## src/rtl/soi_trace_pkg.sv

```systemverilog
// Shared types for the signal-of-interest trace monitor: event codes, FSM states
// and the non-timestamp part of a trace entry.
package soi_trace_pkg;

    typedef enum logic [1:0] {
        EV_NONE   = 2'b00,
        EV_CHANGE = 2'b01,
        EV_FAULT  = 2'b10,
        EV_ARM    = 2'b11
    } ev_code_t;

    typedef enum logic [1:0] {
        ST_IDLE    = 2'd0,
        ST_WARMUP  = 2'd1,
        ST_MONITOR = 2'd2,
        ST_FROZEN  = 2'd3
    } state_t;

    // Trace entry is {ts, ev_tag_t}; ts width is set per instance, so it stays outside the struct.
    typedef struct packed {
        ev_code_t   code;
        logic [2:0] soi;
    } ev_tag_t;

    localparam int WARMUP_CYCLES = 2;

    // {o3,o2,o1}: o3 must always be the complement of o2.
    function automatic logic invariant_broken(input logic [2:0] soi);
        return soi[2] == soi[1];
    endfunction

endpackage

```

## src/rtl/soi_trace_fifo.sv

```systemverilog
// Synchronous trace FIFO with first-word-fall-through output; when empty the
// output holds the last entry popped.
module soi_trace_fifo #(
    parameter int WIDTH = 21,
    parameter int DEPTH = 8
) (
    input  logic             i_clk,
    input  logic             i_rst_n,
    input  logic             i_flush,
    input  logic             i_push,
    input  logic [WIDTH-1:0] i_data,
    input  logic             i_pop,
    output logic [WIDTH-1:0] o_data,
    output logic             o_full,
    output logic             o_empty
);
    localparam int AW = (DEPTH > 1) ? $clog2(DEPTH) : 1;

    logic [WIDTH-1:0] r_mem [DEPTH];
    logic [AW-1:0]    r_wr_ptr;
    logic [AW-1:0]    r_rd_ptr;
    logic [AW:0]      r_count;
    logic [WIDTH-1:0] r_last;
    logic             w_do_push;
    logic             w_do_pop;

    assign o_empty   = (r_count == '0);
    assign o_full    = (r_count == (AW+1)'(DEPTH));
    assign w_do_pop  = i_pop & ~o_empty & ~i_flush;
    // A full FIFO still accepts when the head leaves in the same cycle.
    assign w_do_push = i_push & ~i_flush & (~o_full | w_do_pop);
    assign o_data    = o_empty ? r_last : r_mem[r_rd_ptr];

    always_ff @(posedge i_clk) begin
        if (w_do_push)
            r_mem[r_wr_ptr] <= i_data;
    end

    always_ff @(posedge i_clk or negedge i_rst_n) begin
        if (!i_rst_n) begin
            r_wr_ptr <= '0;
            r_rd_ptr <= '0;
            r_count  <= '0;
            r_last   <= '0;
        end else if (i_flush) begin
            r_wr_ptr <= '0;
            r_rd_ptr <= '0;
            r_count  <= '0;
        end else begin
            if (w_do_push)
                r_wr_ptr <= r_wr_ptr + AW'(1);
            if (w_do_pop) begin
                r_rd_ptr <= r_rd_ptr + AW'(1);
                r_last   <= r_mem[r_rd_ptr];
            end
            case ({w_do_push, w_do_pop})
                2'b10:   r_count <= r_count + (AW+1)'(1);
                2'b01:   r_count <= r_count - (AW+1)'(1);
                default: r_count <= r_count;
            endcase
        end
    end

endmodule

```

## src/rtl/soi_trace_monitor.sv

```systemverilog
// Watches {o3,o2,o1}, checks o3 == ~o2 and logs timestamped ARM/CHANGE/FAULT
// entries into a trace FIFO drained over valid/ready.
//
//  state   | meaning
//  IDLE    | ts held at 0, nothing logged, waiting for arm
//  WARMUP  | two cycles letting soi_prev settle, ts counting, no checks
//  MONITOR | ts counting, CHANGE/FAULT entries logged
//  FROZEN  | fault seen with stop-on-fault: ts halted, FIFO still drains
module soi_trace_monitor
    import soi_trace_pkg::*;
#(
    parameter int TS_W          = 16,
    parameter int DEPTH         = 8,
    parameter bit STOP_ON_FAULT = 1'b1
) (
    input  logic            i_clk,
    input  logic            i_reset,
    input  logic            i_arm,
    input  logic            i_clear,
    input  logic [2:0]      i_soi,
    output logic            o_ev_valid,
    input  logic            i_ev_ready,
    output logic [TS_W+4:0] o_ev_data,
    output logic            o_fault,
    output logic [7:0]      o_ovf_cnt,
    output logic [1:0]      o_state
);
    state_t          r_state;
    state_t          w_state_nxt;
    logic [2:0]      r_soi_q;
    logic [2:0]      r_soi_prev;
    logic [TS_W-1:0] r_ts;
    logic [1:0]      r_warm_cnt;
    logic            r_fault;
    logic [7:0]      r_ovf_cnt;
    logic            w_push;
    logic            w_set_fault;
    ev_tag_t         w_tag;
    logic            w_full;
    logic            w_empty;
    logic            w_drop;

    always_comb begin
        w_state_nxt = r_state;
        w_push      = 1'b0;
        w_set_fault = 1'b0;
        w_tag.code  = EV_NONE;
        w_tag.soi   = r_soi_q;
        if (i_clear) begin
            w_state_nxt = ST_IDLE;
        end else begin
            case (r_state)
                ST_IDLE: begin
                    if (i_arm) begin
                        w_state_nxt = ST_WARMUP;
                        w_push      = 1'b1;
                        w_tag.code  = EV_ARM;
                    end
                end
                ST_WARMUP: begin
                    if (r_warm_cnt == 2'(WARMUP_CYCLES - 1))
                        w_state_nxt = ST_MONITOR;
                end
                ST_MONITOR: begin
                    // A fault that is also a change is logged once, as FAULT.
                    if (invariant_broken(r_soi_q)) begin
                        w_push      = 1'b1;
                        w_set_fault = 1'b1;
                        w_tag.code  = EV_FAULT;
                        if (STOP_ON_FAULT)
                            w_state_nxt = ST_FROZEN;
                    end else if (r_soi_q != r_soi_prev) begin
                        w_push     = 1'b1;
                        w_tag.code = EV_CHANGE;
                    end
                end
                default: ;
            endcase
        end
    end

    assign w_drop = w_push & w_full & ~i_ev_ready;

    always_ff @(posedge i_clk or negedge i_reset) begin
        if (!i_reset) begin
            r_state    <= ST_IDLE;
            r_soi_q    <= '0;
            r_soi_prev <= '0;
            r_ts       <= '0;
            r_warm_cnt <= '0;
            r_fault    <= 1'b0;
            r_ovf_cnt  <= '0;
        end else begin
            r_state <= w_state_nxt;
            r_soi_q <= i_soi;
            if (r_state == ST_WARMUP)
                r_warm_cnt <= r_warm_cnt + 2'd1;
            else
                r_warm_cnt <= '0;
            if (i_clear) begin
                r_ts      <= '0;
                r_fault   <= 1'b0;
                r_ovf_cnt <= '0;
            end else begin
                if (r_state == ST_WARMUP || r_state == ST_MONITOR) begin
                    r_ts       <= r_ts + TS_W'(1);
                    r_soi_prev <= r_soi_q;
                end
                if (w_set_fault)
                    r_fault <= 1'b1;
                if (w_drop && r_ovf_cnt != 8'hFF)
                    r_ovf_cnt <= r_ovf_cnt + 8'd1;
            end
        end
    end

    soi_trace_fifo #(
        .WIDTH (TS_W + 5),
        .DEPTH (DEPTH)
    ) u_fifo (
        .i_clk   (i_clk),
        .i_rst_n (i_reset),
        .i_flush (i_clear),
        .i_push  (w_push),
        .i_data  ({r_ts, w_tag}),
        .i_pop   (i_ev_ready),
        .o_data  (o_ev_data),
        .o_full  (w_full),
        .o_empty (w_empty)
    );

    assign o_ev_valid = ~w_empty;
    assign o_fault    = r_fault;
    assign o_ovf_cnt  = r_ovf_cnt;
    assign o_state    = r_state;

endmodule
```

## config.mk

```make
export PLATFORM = sky130hd
export DESIGN_NAME = soi_trace_monitor
export DESIGN_NICKNAME = d
export VERILOG_FILES = /design/src/rtl/soi_trace_pkg.sv /design/src/rtl/soi_trace_fifo.sv /design/src/rtl/soi_trace_monitor.sv
export SDC_FILE = /design/constraint.sdc
export NUM_CORES = 1
export LEC_CHECK = 0
export ABC_AREA = 1
export BUFFER_PORTS_ARGS = -buffer_cell sky130_fd_sc_hd__buf_2
export CAP_MARGIN = 30
export CELL_PAD_IN_SITES_DETAIL_PLACEMENT = 0
export CELL_PAD_IN_SITES_GLOBAL_PLACEMENT = 1
export CORE_UTILIZATION = 50
export CTS_CLUSTER_DIAMETER = 100
export CTS_CLUSTER_SIZE = 16
export DETAILED_ROUTE_END_ITERATION = 8
export PLACE_DENSITY = 0.79
export SLEW_MARGIN = 10
export SYNTH_ARGS = -nofsm -noshare
export SYNTH_HDL_FRONTEND = slang
export SYNTH_SLANG_ARGS = --single-unit
```

## constraint.sdc

```tcl
create_clock -name i_clk -period 3.6 [get_ports i_clk]
set_clock_uncertainty 0.2 [all_clocks]
set_input_delay 0.36 -clock i_clk [delete_from_list [all_inputs] [get_ports i_clk]]
set_output_delay 0.36 -clock i_clk [all_outputs]
set_load 0.02 [all_outputs]
```

* Word-level counts from Yosys, hierarchy flattened *
Memories as Yosys holds them, arrays and structs flattened.
Index checks and enable logic that the tools add are counted.

word-level totals
  output and inout port bits = 33
  RAM bits = 168
  input port bits = 8
  bits in registers = 66
  memories kept = 1

operators by class
  add/subtract/negate cells = 7
  eq/ne operators = 12
  mux-type cells = 34
  reductions and logical operators = 14
  bitwise gates (word level) = 11

memories
  memory        depth  width  rd ports  clocked after memory_dff  write ports  RTL line              source
  u_fifo.r_mem  8      21     1         0                         1            soi_trace_fifo.sv:19  logic [WIDTH-1:0] r_mem [DEPTH];

operators with widths
  kind                                                             count
  16-bit two-way mux                                               2
  21-bit two-way mux                                               1
  16-bit by 1-bit adder with 16-bit output, second input constant  1
  2-bit two-way mux                                                8
  8-bit two-way mux                                                2
  1-bit two-way mux                                                12
  3-bit two-way mux                                                4
  2-bit nonzero test                                               5
  3-bit != test, second input constant                             3
  8-bit by 1-bit adder with 8-bit output, second input constant    1
  8-bit != test, second input constant                             1
  4-bit one-hot mux with 2 select lines                            1
  3-bit by 1-bit adder with 3-bit output, second input constant    2
  1-bit bitwise AND                                                6
  2-bit by 1-bit == test with 1-bit output, second input constant  3
  2-bit one-hot mux with 3 select lines                            1
  4-bit by 1-bit adder with 4-bit output, second input constant    1
  2-bit == test, second input constant                             2
  4-bit == test, second input constant                             1
  4-bit zero test                                                  1
  4-bit two-way mux                                                1
  1-bit inverter                                                   4
  2-bit one-hot mux with 2 select lines                            1
  2-bit AND reduction                                              2
  other kinds (12)                                                 12

* Logic depth before layout (Yosys ltp) *
  depth in word-level cells = 10
  gate-level depth with buffers = 18

* Modules after synthesis *
Synthesis repeated with hierarchy kept, for this count alone.

second synthesis, totals
  cell total of the unflattened synthesis = 920
  area, all modules = 10069.7 um^2

by module, submodules not included
  module             area an instance (um^2)  instances  seq. area each (um^2)  cells an instance
  soi_trace_fifo     8087.8                   1          5820.6                 657
  soi_trace_monitor  1981.9                   1          875.8                  263

* Worst setup path before layout *
Ideal clock, no wire load.

  kind = register to register
  from = reg r_state[0] (netlist: o_state[0])
  to = mem u_fifo.r_mem[1][0] (enable)
  buffers on the path = 0
  setup time = 399 ps
  slack = 727 ps
  clock period less this slack = 2873 ps
  cell stages (with the launch flop) = 11
  arrival time = 2275 ps
  cell sequence = dfrtp_1 > inv_1 > ha_1 > inv_1 > nor2_1 > nand2_1 > nand2_2 > o21ai_1 > inv_1 > nand2_1 > nor2_1

on the way
  cells in the longest elaborated chain, start to end = 7
  elaborated cells on any way between the ends = 8
  those cells by class = eq/ne: 1; mux: 4; bitwise: 2; reduce/logical: 1

RTL lines
  element                                           RTL line                 source
  start: declaration                                soi_trace_monitor.sv:28  state_t r_state;
  start signal: assignment                          soi_trace_monitor.sv:94  r_state <= w_state_nxt;
  2-bit == test or 2-bit zero test (tied branches)  soi_trace_monitor.sv:52  case (r_state)
  1-bit one-hot mux with 2 select lines *           soi_trace_monitor.sv:52
  1-bit two-way mux *                               soi_trace_monitor.sv:49  if (i_clear) begin
  1-bit bitwise AND * (2 in series)                 soi_trace_fifo.sv:31     assign w_do_push = i_push & ~i_flush & (~o_full | w_do_pop);
  1-bit two-way mux *                               soi_trace_fifo.sv:35     if (w_do_push)
  1-bit two-way mux (implied by the code) *         soi_trace_fifo.sv:36     r_mem[r_wr_ptr] <= i_data;
  end: declaration                                  soi_trace_fifo.sv:19

Mark *: on every way between the ends. The rest lies on a longest branch, timed or not.

* Worst setup path in the final report *
  from = reg u_fifo.r_rd_ptr[2]
  to = out o_ev_data[0]

on the way
  cells in the longest elaborated chain, start to end = 2

RTL lines
  element                   RTL line                 source
  start: declaration        soi_trace_fifo.sv:21     logic [AW-1:0] r_rd_ptr;
  start signal: assignment  soi_trace_fifo.sv:53     r_rd_ptr <= r_rd_ptr + AW'(1);
  memory 8 x 21 bit         n/a
  21-bit two-way mux        soi_trace_fifo.sv:32     assign o_data = o_empty ? r_last : r_mem[r_rd_ptr];
  end: declaration          soi_trace_monitor.sv:23  output logic [TS_W+4:0] o_ev_data,

No other way between the ends.

==> metrics.yaml <==
die:
  dieArea_mm2: 0.0205
  row_count: 51
  ios: 41
  start_util_pct: 51.0
  fp.dieW_um: 143
  die_y_um: 143
  fp.coreArea_mm2: 0.0195
sta:
  timing.fmax_mhz: 316
  setup_viol: 0
  rsz0062_at_grt: "false"
  slew_viol_final: 0
  timing.hold.ws_ns: 0.0346
  fin_setup_tns_ns: 0
  period_share_pct: 87.8
  tightest_slew_ns: 0.858
  relSlewSlack_pct: 42.4
  final_hold_viol_count: 0
  finalCriticalPeriod_ns: 3.16
grt:
  grt_max_degree: 85
  grt_pass1_wl_um: 32500
  grt.overflow.total: 0
  grt_usage_pct: 20.8
  grt_pass1_vias: 6150
  antenna_found_initial: 0
logic_synthesis:
  avgSynthCellArea_um2: 11.6
  yosysSeqAreaShare_pct: 67.2
  synth-main-ff-cell: "edfxtp_1"
  synth_warnings: 0
  synth_edf_count: 168
  synth_area_leaders: "edfxtp_1 (51%), dfrtp_1 (17%), o21ai_0 (6.0%), nor2_1 (4.2%), nand2_1 (4.2%)"
  synth-async-reset-ratio_pct: 28.2
  yosysTopAreaCellShare_pct: 50.6
  yosysTopAreaCell: "edfxtp_1"
  synth_cells: 862
  syn_area_mm2: 0.00997
  yosysUniqueCellTypes: 38
  synth-seq-cells: 234
  syn-num-nets: 881
cells_and_area:
  num_antenna_cells: 0
  final_cell_mix: "edfxtp_1 (168), o21ai_0 (120), nand2_1 (111)"
  multi_input_area_mm2: 0.00288
  fillers: 1626
  syn_to_final_growth_pct: 10.5
  drive_above_1_share_pct: 12.8
  final_common_cell: "edfxtp_1"
  fin_area_mm2: 0.0110
  regArea_mm2: 0.00670
  fin_nets: 921
setup_path:
  crit_fanout: 27
  worstRegToRegCells: 18
  criticalPathCategory: "register to primary output"
  r2r_setup_slack_ns: 0.86
  endpoint_kind: "primary output"
  r2r_end: "u_fifo.r_count[3]"
  start_kind: "register"
  worst-endpoint-required_ns: 3.04
  r2r-start: "r_soi_q[2]"
  arrival_ns: 2.60
clock_tree:
  cts.sinks: 234
  cts_setup_buffers: 0
  cts_made_buffers: 18
  clock_path_buffers: 3
  h-tree-depth: 1
  clock_latency_ns: 0.49
  cts_root_buf: "clkbuf_16"
  clkTransAtPathRegs_ns: 0.07
  cts_tree: "yes"
route:
  drt_iter0_drc: 623
  wire_per_inst_um: 17.3
  dr.pass1.iters: 5
  vias_per_cell: 5.48
  route.detailed.drc: 0
  vias: 6463
  wl_um: 20400
  antenna_left: 0
min_path:
  holdPathEnd: "u_fifo.r_rd_ptr[1]"
  whs_path_depth: 4
  hold_path.class: "input pin to register"
  min_from: "i_ev_ready"
run_status:
  status: "finished clean"
flow_run:
  maxCapViolCount: 0
placed_design:
  placed_area_mm2: 0.0104
  hpwl_um: 13200
  routabilityCongestion: 0.822
  port_buffers: 40
pwr:
  power.density_mw_per_mm2: 711
  total_leakage_power_uw: 0.00427
  vdd_ir_drop_max_mv: 0.482
## registers in the layout (all words and copies together), names as in the netlist, 4 cells and up
| name | count |
|---|---|
| u_fifo.r_count | 4 |
| r_ts | 16 |
| o_ovf_cnt | 8 |
| u_fifo.r_last | 21 |
| u_fifo.r_mem | 168 |
## critical path: stages, from the launching register on
cell,delay [ns]
dfrtp_1,0.33
clkinv_1,0.66
o21ai_0,0.76
o21ai_0,0.16
buf_2,0.19
## how the worst max path moves through the flow
stage,startpoint,to
after floorplan,o_state[0],u_fifo.r_mem[1][0]
after detailed placement,u_fifo.r_rd_ptr[2],o_ev_data[0]
final,u_fifo.r_rd_ptr[2],o_ev_data[0]
after CTS,u_fifo.r_rd_ptr[2],o_ev_data[0]
after global routing,u_fifo.r_rd_ptr[2],o_ev_data[0]
after global placement,u_fifo.r_rd_ptr[2],o_ev_data[0]
## synthesized netlist by cell type (all sizes together) (2+ instances only)
cell type / n
ha: 10
nand3: 37
edfxtp: 168
nand4: 8
mux2i: 21
xnor2: 2
inv: 43
o22ai: 21
o211ai: 21
dfrtp: 66
nor3: 8
xor2: 7
nor2: 116
a21oi: 14
clkbuf: 21
or2: 2
buf: 21
o31ai: 5
nand2: 118
nor4: 2
o21ai: 148
## stage by stage
step | setup slack, ns | total power (uW) | utilization, % | instances
final | 0.438 | 7830 | 56.4 | 1179
after global routing | 0.184 | 8320 | 56.4 | 1179
after CTS | 0.368 | 7900 | 56.4 | 1179
after detailed placement | 0.880 | 6050 | 53.5 | 1143
after global placement | 0.985 | 5960 | 53.5 | 1143
after floorplan | 0.727 | 5300 | - | 862
## metal layers
layer / GRT usage (%) / up-vias / routed length, um
li1: - / 3140 / -
met1: 29.4 / 3094 / 9400
met2: 34.0 / 198 / 9460
met5: 0 / - / 0
met3: 2.55 / 31 / 1230
met4: 5.49 / 0 / 348
## power by group
group | leakage, uW | switching [uW] | internal [uW]
combinational | 0.00149 | 1740 | 804
clock | 0.000252 | 869 | 988
sequential | 0.00253 | 211 | 3220
total | 0.00427 | 2820 | 5010
## area by class of cell
cell class	count	area share, %
Sequential cell	234	60.8
Multi-Input combinational cell	542	26.2
Clock buffer	31	4.73
Timing Repair Buffer	62	3.64
Tap cell	265	3.01
Inverter	44	1.50
Clock inverter	1	0.0796
## logic make-up (layout without fill, tap and decap cells)
family,after synthesis,in the layout,synth area share (%)
flops,234,234,67.2
compound gates,210,210,11.7
simple gates,291,291,12.7
fa+ha+maj,11,11,1.46
mux,21,21,2.11
buf+inv,86,138,4.08
xor+xnor,9,9,0.791
## what timing repair did
action	in CTS	in global routing
setup endpoints to repair	0	0
hold buffers	4	0
hold endpoints to repair	24	0
resized for setup	0	0
Note: power is estimated with default switching activity, not from simulation.
